`config.mk`:
```
export PLATFORM = sky130hd
export DESIGN_NAME = spi_master
export DESIGN_NICKNAME = d
export VERILOG_FILES = /design/src/rtl/spi_master_pkg.sv /design/src/rtl/spi_clk_gen.sv /design/src/rtl/spi_master.sv
export SDC_FILE = /design/constraint.sdc
export NUM_CORES = 1
export LEC_CHECK = 0
export CORE_MARGIN = 2
export CORE_UTILIZATION = 33
export DETAILED_ROUTE_END_ITERATION = 12
export PLACE_DENSITY = 0.59
export SLEW_MARGIN = 20
export SYNTH_ARGS = -nofsm -noshare
export SYNTH_HDL_FRONTEND = slang
export SYNTH_HIERARCHICAL = 1
export SYNTH_SLANG_ARGS = --single-unit
export TNS_END_PERCENT = 100
```
`constraint.sdc`:
```
create_clock -name CLK -period 4.7 [get_ports CLK]
set_input_delay 0.94 -clock CLK [delete_from_list [all_inputs] [get_ports CLK]]
set_output_delay 0.94 -clock CLK [all_outputs]
set_load 0.005 [all_outputs]
```
`src/rtl/spi_master_pkg.sv`:
```
// rtl/spi_master_pkg.sv - shared SPI definitions: FSM states, default geometry, mode constants
package spi_master_pkg;

  // Default word width, shared with the SPI slave
  localparam int SPI_WIDTH_DEF  = 12;
  // Default system clocks per SCLK half-period
  localparam int SPI_CLKDIV_DEF = 4;

  // Mode 0: SCLK idles low, data sampled on the rising edge
  localparam logic SPI_CPOL = 1'b0;
  localparam logic SPI_CPHA = 1'b0;

  typedef enum logic [2:0] {
    ST_IDLE,
    ST_SETUP,
    ST_XFER,
    ST_HOLD,
    ST_FIN
  } spi_state_e;

endpackage

```
`src/rtl/spi_clk_gen.sv`:
```
// rtl/spi_clk_gen.sv - SCLK half-period divider producing alternating rise/fall ticks
module spi_clk_gen #(
  parameter int CLKDIV = 4
) (
  input  logic clk_i,
  input  logic rst_ni,
  input  logic en_i,
  output logic rise_tick_o,
  output logic fall_tick_o
);

  localparam int CW = $clog2(CLKDIV) + 1;

  logic [CW-1:0] div_cnt_q, div_cnt_d;
  logic          phase_q, phase_d;
  logic          tc;

  // Terminal count of one half-period; only meaningful while enabled
  assign tc          = en_i && (div_cnt_q == CW'(CLKDIV - 1));
  // First tick of a transfer is a rising edge, then they alternate
  assign rise_tick_o = tc & ~phase_q;
  assign fall_tick_o = tc &  phase_q;

  // Divider counts while enabled and is held cleared otherwise
  always_comb begin
    div_cnt_d = div_cnt_q;
    phase_d   = phase_q;
    if (!en_i) begin
      div_cnt_d = '0;
      phase_d   = 1'b0;
    end else if (tc) begin
      div_cnt_d = '0;
      phase_d   = ~phase_q;
    end else begin
      div_cnt_d = div_cnt_q + 1'b1;
    end
  end

  // Divider state register
  always_ff @(posedge clk_i) begin
    if (!rst_ni) begin
      div_cnt_q <= '0;
      phase_q   <= 1'b0;
    end else begin
      div_cnt_q <= div_cnt_d;
      phase_q   <= phase_d;
    end
  end

endmodule

```
`src/rtl/spi_master.sv`:
```
// rtl/spi_master.sv - full-duplex mode-0 SPI master, one WIDTH-bit word per chip-select frame
module spi_master
  import spi_master_pkg::*;
#(
  parameter int WIDTH  = SPI_WIDTH_DEF,
  parameter int CLKDIV = SPI_CLKDIV_DEF
) (
  input  logic             CLK,
  input  logic             nRST,
  input  logic             START,
  input  logic [WIDTH-1:0] DATA_TX,
  output logic             BUSY,
  output logic             DONE,
  output logic [WIDTH-1:0] DATA_RX,
  output logic             SCLK,
  output logic             MOSI,
  input  logic             MISO,
  output logic             SC0
);

  localparam int BW = $clog2(WIDTH + 1);
  localparam int CW = $clog2(CLKDIV) + 1;

  spi_state_e       state_q, state_d;
  logic [WIDTH-1:0] tx_sr_q, tx_sr_d;
  logic [WIDTH-1:0] rx_sr_q, rx_sr_d;
  logic [BW-1:0]    bit_cnt_q, bit_cnt_d;
  logic [CW-1:0]    wait_cnt_q, wait_cnt_d;

  // All pins are registered so the slave sees glitch-free SCLK/SC0/MOSI;
  // they reflect the state held during the preceding cycle.
  logic             busy_q, busy_d;
  logic             done_q, done_d;
  logic [WIDTH-1:0] data_rx_q, data_rx_d;
  logic             sclk_q, sclk_d;
  logic             mosi_q, mosi_d;
  logic             sc0_q, sc0_d;

  logic rise_tick, fall_tick;

  spi_clk_gen #(.CLKDIV(CLKDIV)) u_clk_gen (
    .clk_i       (CLK),
    .rst_ni      (nRST),
    .en_i        (state_q == ST_XFER),
    .rise_tick_o (rise_tick),
    .fall_tick_o (fall_tick)
  );

  assign BUSY    = busy_q;
  assign DONE    = done_q;
  assign DATA_RX = data_rx_q;
  assign SCLK    = sclk_q;
  assign MOSI    = mosi_q;
  assign SC0     = sc0_q;

  // Next-state, shift-register and pin logic for the framing FSM
  always_comb begin
    state_d    = state_q;
    tx_sr_d    = tx_sr_q;
    rx_sr_d    = rx_sr_q;
    bit_cnt_d  = bit_cnt_q;
    wait_cnt_d = '0;
    busy_d     = (state_q != ST_IDLE);
    done_d     = 1'b0;
    data_rx_d  = data_rx_q;
    sclk_d     = sclk_q;
    mosi_d     = mosi_q;
    sc0_d      = !(state_q inside {ST_SETUP, ST_XFER, ST_HOLD});

    unique case (state_q)
      ST_IDLE: begin
        sclk_d = SPI_CPOL;
        mosi_d = 1'b0;
        if (START) begin
          tx_sr_d   = DATA_TX;
          bit_cnt_d = '0;
          state_d   = ST_SETUP;
        end
      end
      ST_SETUP: begin
        // Present the MSB a full half-period before the first rising edge
        sclk_d = SPI_CPOL;
        mosi_d = tx_sr_q[WIDTH-1];
        if (wait_cnt_q == CW'(CLKDIV - 1)) begin
          state_d = ST_XFER;
        end else begin
          wait_cnt_d = wait_cnt_q + 1'b1;
        end
      end
      ST_XFER: begin
        if (rise_tick) begin
          sclk_d  = 1'b1;
          rx_sr_d = {rx_sr_q[WIDTH-2:0], MISO};
        end
        if (fall_tick) begin
          sclk_d    = 1'b0;
          tx_sr_d   = tx_sr_q << 1;
          bit_cnt_d = bit_cnt_q + 1'b1;
          if (bit_cnt_q == BW'(WIDTH - 1)) begin
            mosi_d  = 1'b0;
            state_d = ST_HOLD;
          end else begin
            mosi_d = tx_sr_q[WIDTH-2];
          end
        end
      end
      ST_HOLD: begin
        // Keep chip select low for the slave's hold time
        sclk_d = SPI_CPOL;
        mosi_d = 1'b0;
        if (wait_cnt_q == CW'(CLKDIV - 1)) begin
          state_d = ST_FIN;
        end else begin
          wait_cnt_d = wait_cnt_q + 1'b1;
        end
      end
      ST_FIN: begin
        done_d    = 1'b1;
        data_rx_d = rx_sr_q;
        state_d   = ST_IDLE;
      end
      default: begin
        state_d = ST_IDLE;
      end
    endcase
  end

  // State, datapath and pin registers; reset aborts any transfer immediately
  always_ff @(posedge CLK) begin
    if (!nRST) begin
      state_q    <= ST_IDLE;
      tx_sr_q    <= '0;
      rx_sr_q    <= '0;
      bit_cnt_q  <= '0;
      wait_cnt_q <= '0;
      busy_q     <= 1'b0;
      done_q     <= 1'b0;
      data_rx_q  <= '0;
      sclk_q     <= SPI_CPOL;
      mosi_q     <= 1'b0;
      sc0_q      <= 1'b1;
    end else begin
      state_q    <= state_d;
      tx_sr_q    <= tx_sr_d;
      rx_sr_q    <= rx_sr_d;
      bit_cnt_q  <= bit_cnt_d;
      wait_cnt_q <= wait_cnt_d;
      busy_q     <= busy_d;
      done_q     <= done_d;
      data_rx_q  <= data_rx_d;
      sclk_q     <= sclk_d;
      mosi_q     <= mosi_d;
      sc0_q      <= sc0_d;
    end
  end

endmodule

```
-- Yosys cells after proc, flatten, opt, wreduce, memory -nomap -nowiden
Cells that the tools add are included.
- add/subtract/negate cells: 3
- equal/unequal tests: 13
- reductions and logical operators: 19
- mux-type cells: 19
- bitwise operators: 6
- operators with widths (kind ; number):
    $mux 12 ; 2
    $pmux 12 s2 ; 1
    $mux 3 ; 5
    $eq 3x2->1 const B ; 4
    $pmux 3 s4 ; 1
    $reduce_bool 3->1 ; 3
    $reduce_or 3->1 ; 3
    $mux 4 ; 2
    $pmux 4 s2 ; 1
    $reduce_and 2->1 ; 4
    $add 3x1->3 const B ; 2
    $ne 2x2->1 const B ; 3
    $mux 1 ; 5
    $reduce_and 5->1 ; 1
    $add 4x1->4 const B ; 1
    $eq 4x4->1 const B ; 1
    $ne 2x1->1 const B ; 2
    $not 1->1 ; 4
    $reduce_bool 2->1 ; 2
    $reduce_or 2->1 ; 2
    $eq 3x1->1 const B ; 1
    $eq 3x3->1 const B ; 1
    $logic_not 3->1 ; 1
    $ne 3x3->1 const B ; 1
    6 further kinds ; 7
- output and inout bits: 17
- word-level logic and storage cells: 73
- bits of input ports: 16
- flip-flop bits (word level): 55

-- Logic depth before layout (Yosys ltp)
- depth after elaboration: 6
- depth in mapped cells: 8
- mapped depth without buffers: 7

-- Modules after synthesis
The synthesis kept the hierarchy.
- by module, submodules not included (module ; area each (um2) ; cells an instance ; sequential area each (um2) ; times used):
    spi_master ; 2145.8 ; 234 ; 1021.0 ; 1
    spi_clk_gen ; 157.7 ; 16 ; 80.1 ; 1

-- Least setup slack after synthesis
No wires, ideal clock.
- kind: register to register
- start: register state_q[2]
- end: register bit_cnt_q[3]
- arrival: 1870 ps
- path slack: 2760 ps
- stages on the path, launching flop included: 7
- library setup time: 70 ps
- data required time: 4630 ps
- clock period less this slack: 1940 ps
- buffers on the path: 1
- cell sequence: dfxtp_1 buf_2 nor3b_1 and3_2 mux2i_1 or4_1 a21oi_1
- word-level cells in the longest chain between the ends: 5
- elaborated cells between the ends (all ways): 9
- those cells by class: eq/ne: 3; mux: 1; bitwise: 1; reduce/logical: 4
- ends and longest elaborated chain (what ; line ; source):
    start, declared ; spi_master.sv:24 ; spi_state_e state_q, state_d;
    start signal, assigned ; spi_master.sv:143 ; state_q <= state_d;
    $eq 3x2->1 ; spi_master.sv:44 ; .en_i (state_q == ST_XFER),
    $logic_and 1x1->1 ; spi_clk_gen.sv:19 ; assign tc = en_i && (div_cnt_q == CW'(CLKDIV - 1));
    $and 1x1->1 ; spi_clk_gen.sv:22 ; assign fall_tick_o = tc & phase_q;
    net fall_tick ; spi_master.sv:39 ; logic rise_tick, fall_tick;
    $ne 2x2->1 (no source line) ; -- ;
    $reduce_and 3->1 (no source line) ; -- ;
    end signal, assigned ; spi_master.sv:146 ; bit_cnt_q <= bit_cnt_d;
    end, declared ; spi_master.sv:27 ; logic [BW-1:0] bit_cnt_q, bit_cnt_d;
The timed path passes the listed nets, and every way through them passes these cells.
A chain may end at the register's enable or synchronous reset.

-- Final worst setup path
- start: register state_q[1]
- end: register tx_sr_q[7]
- word-level cells in the longest chain between the ends: 5
- elaborated cells between the ends (all ways): 9
- those cells by class: eq/ne: 3; mux: 1; bitwise: 1; reduce/logical: 4
- ends and longest elaborated chain (what ; line ; source):
    $eq 3x2->1 ; spi_master.sv:44 ;
    $logic_and 1x1->1 ; spi_clk_gen.sv:19 ;
    $and 1x1->1 ; spi_clk_gen.sv:22 ;
    net fall_tick ; spi_master.sv:39 ;
    $ne 2x2->1 (no source line) ; -- ;
    $reduce_and 3->1 (no source line) ; -- ;
    end signal, assigned ; spi_master.sv:144 ; tx_sr_q <= tx_sr_d;
    end, declared ; spi_master.sv:25 ; logic [WIDTH-1:0] tx_sr_q, tx_sr_d;
The timed path passes the listed nets, and every way through them passes these cells.

==> impl_metrics.ini <==
[timing]
setup_violations = 0
max_slew_margin_pct = 27.34
period_needed_ps = 2983
layout_setup_ws_ps = 1717
rsz0062_at_grt = false
fmax_ghz = 0.3352
fin_setup_tns_ps = 0
finalCritPeriodShare_pct = 63.47
fin_skew_ps = 10.50
worst_pin_slew_ps = 1088
hold_violations = 0
slew_viol_final = 0

[routing]
drtIter0Drc = 38
wirelength_mm = 4.267
route.detailed.drc = 0
postRouteAntennaNets = 0
drt-vias-per-instance = 4.946
vias = 1746
avgRoutedWirePerCell_um = 12.09
first_pass_iters = 4

[yosys]
synth_common_cells = 55 x dfxtp_1, 52 x nand2_1, 25 x a21boi_0
synth_warnings = 6
synth-seq-area-share_pct = 47.80
synth-edff-count = 0
synthCells = 250
synth_area_leader_cell = dfxtp_1
synth_area_leaders = dfxtp_1 48%, nand2_1 8.5%, a21boi_0 8.1%
yosysMostFrequentCell = dfxtp_1
synthesis.area_sq_um = 2303
avgSynthCellArea_sq_um = 9.214
syn_nets = 271
synthFlopType = dfxtp_1
ys_ff_latch = 55
synth_top_area_share_pct = 47.80
ys_types = 39
synthArstFlopShare_pct = 0

[power_and_ir_drop]
powerDensity_nw_per_um2 = 309.8
seqPwrFrac_pct = 57.2
power_frac_clock_pct = 35.5
comb_power_share_pct = 7.3
peakVddDrop_mv = 0.1450
swShare_pct = 21.84
p_int_w = 0.0006689
p_leak_nw = 1.002
p_switching_w = 0.0001869
power_w = 0.0008559

[run_status]
status = finished clean

[clock_network]
post_cts_resized = 0
ctsHoldBuffers = 0
path_clk_slew_ps = 90
cts_tree = yes
cts_root_buf = clkbuf_8
clockBufferDepth = 2
clock_latency_ps = 310
htree_levels = 2
cts_sinks = 55
numCtsBuffers = 5
cts_setup_buffers = 0

[place]
port_buffers = 32
hpwlAfterDp_mm = 2.920
dp_slack_ps = 1740
gp_congestion = 0.6789

[final_layout]
diodes = 0
layout.nets = 294
drive_gt1_share_pct = 5.128
syn_to_final_growth_pct = 19.93

[worst_setup_path]
critPathMaxStageDelay_ps = 1050
startpoint_type = flop
required_ps = 4960
cp_max_fo = 25
critPathCaptureType = flop
slowest_stage = dfxtp_1
cp.arrival_ps = 3240
worstSetupPathType = flop to flop
path_cells = nor3b_1 -> and3_2 -> mux2i_1 -> nor2_1 -> o211a_1

[hold_path]
hp-class = flop to flop

[floorplan]
initial_core_util_pct = 34.09
die_x_um = 87.55
core_area_sq_um = 6756
num_io_pins = 33
fp.dieH_um = 87.55
rows = 30
fp.dieArea_sq_um = 7664

[global_routing]
grt_use_total_pct = 11.94
antenna_found_initial = 0
grt_pass1_vias = 1609
grt_pass1_wl_mm = 7.300
grt_max_degree = 31
grt.overflow.total = 0

[job]
maxCapViolations = 0
-- power groups by stage --
stage | sequential, W | clock (W) | combinational [W]
final | 0.000490 | 0.000304 | 0.0000627
after global routing | 0.000492 | 0.000334 | 0.0000701
after CTS | 0.000490 | 0.000314 | 0.0000630
after detailed placement | 0.000500 | 0 | 0.0000628
after global placement | 0.000500 | 0 | 0.0000631
after floorplan | 0.000496 | 0 | 0.0000407
-- metal layers --
| metal | routed length [um] | vias up | track usage [%] |
|---|---|---|---|
| met1 | 2141 | 790 | 15.76 |
| met4 | 66 | 0 | 4.196 |
| met3 | 184 | 8 | 2.828 |
| met5 | 0 | - | 0 |
| li1 | - | 904 | - |
| met2 | 1874 | 44 | 19.15 |
-- worst paths after layout --
path	startpoint	to	slack, ps	cells past startpoint
max reg2reg	state_q[1]	tx_sr_q[7]	1720	5
min reg2reg	wait_cnt_q[0]	wait_cnt_q[0]	420	1
min	wait_cnt_q[0]	wait_cnt_q[0]	420	1
max	state_q[1]	tx_sr_q[7]	1720	5
-- metrics by stage --
step | cells | hold slack (ps) | cell area [sq um] | utilization, %
after CTS | 353 | 428.2 | 2763 | 40.89
after global routing | 353 | 446.4 | 2763 | 40.89
after detailed placement | 346 | 415.8 | 2656 | 39.31
after floorplan | 250 | 399.2 | 2303 | -
final | 353 | 421.4 | 2763 | 40.89
after global placement | 346 | 407.6 | 2656 | 39.31
-- cell type report --
type,count,area (sq um)
Clock buffer,5,68.82
Clock inverter,2,37.54
Fill cell,698,3994
Inverter,6,22.52
Multi-Input combinational cell,172,1105
Sequential cell,55,1101
Tap cell,80,100.1
Timing Repair Buffer,33,327.8
-- registers in the layout, indices dropped and copies added (netlist names) --
name                 flops
MOSI                     1
u_clk_gen/div_cnt_q      3
BUSY                     1
u_clk_gen/phase_q        1
SC0                      1
tx_sr_q                 12
DATA_RX                 12
rx_sr_q                 12
DONE                     1
wait_cnt_q               3
bit_cnt_q                4
state_q                  3
SCLK                     1
-- placed cells by master (no fill, tap or decap), drive strengths merged, types with 2 or more instances in the layout --
cell type,n
clkdlybuf4s50,32
a21oi,3
or4,2
o31ai,2
nand3,13
nor2b,2
dfxtp,55
o211a,11
inv,6
nor3b,5
nand2,52
ha,5
nand3b,2
o21ai,5
nor2,10
clkbuf,5
mux2i,12
xnor2,3
a21boi,26
nor3,4
-- cell families after synthesis --
kind of cell	share of synthesized area, %
buffers and inverters	4.237
AND/OR/NAND/NOR	20.86
adder cells (fa/ha/maj)	2.716
XOR/XNOR	1.141
multiplexers	5.704
AO/OA/AOI/OAI	17.54
flip-flops	47.80
-- critical path, delay by kind of cell, from the launching register on --
kind	cells	cell delay, ps
mux	1	180
compound gates	1	210
simple gates	3	1490
flops	1	1050
No activity file was read; power rests on OpenSTA's default activity.
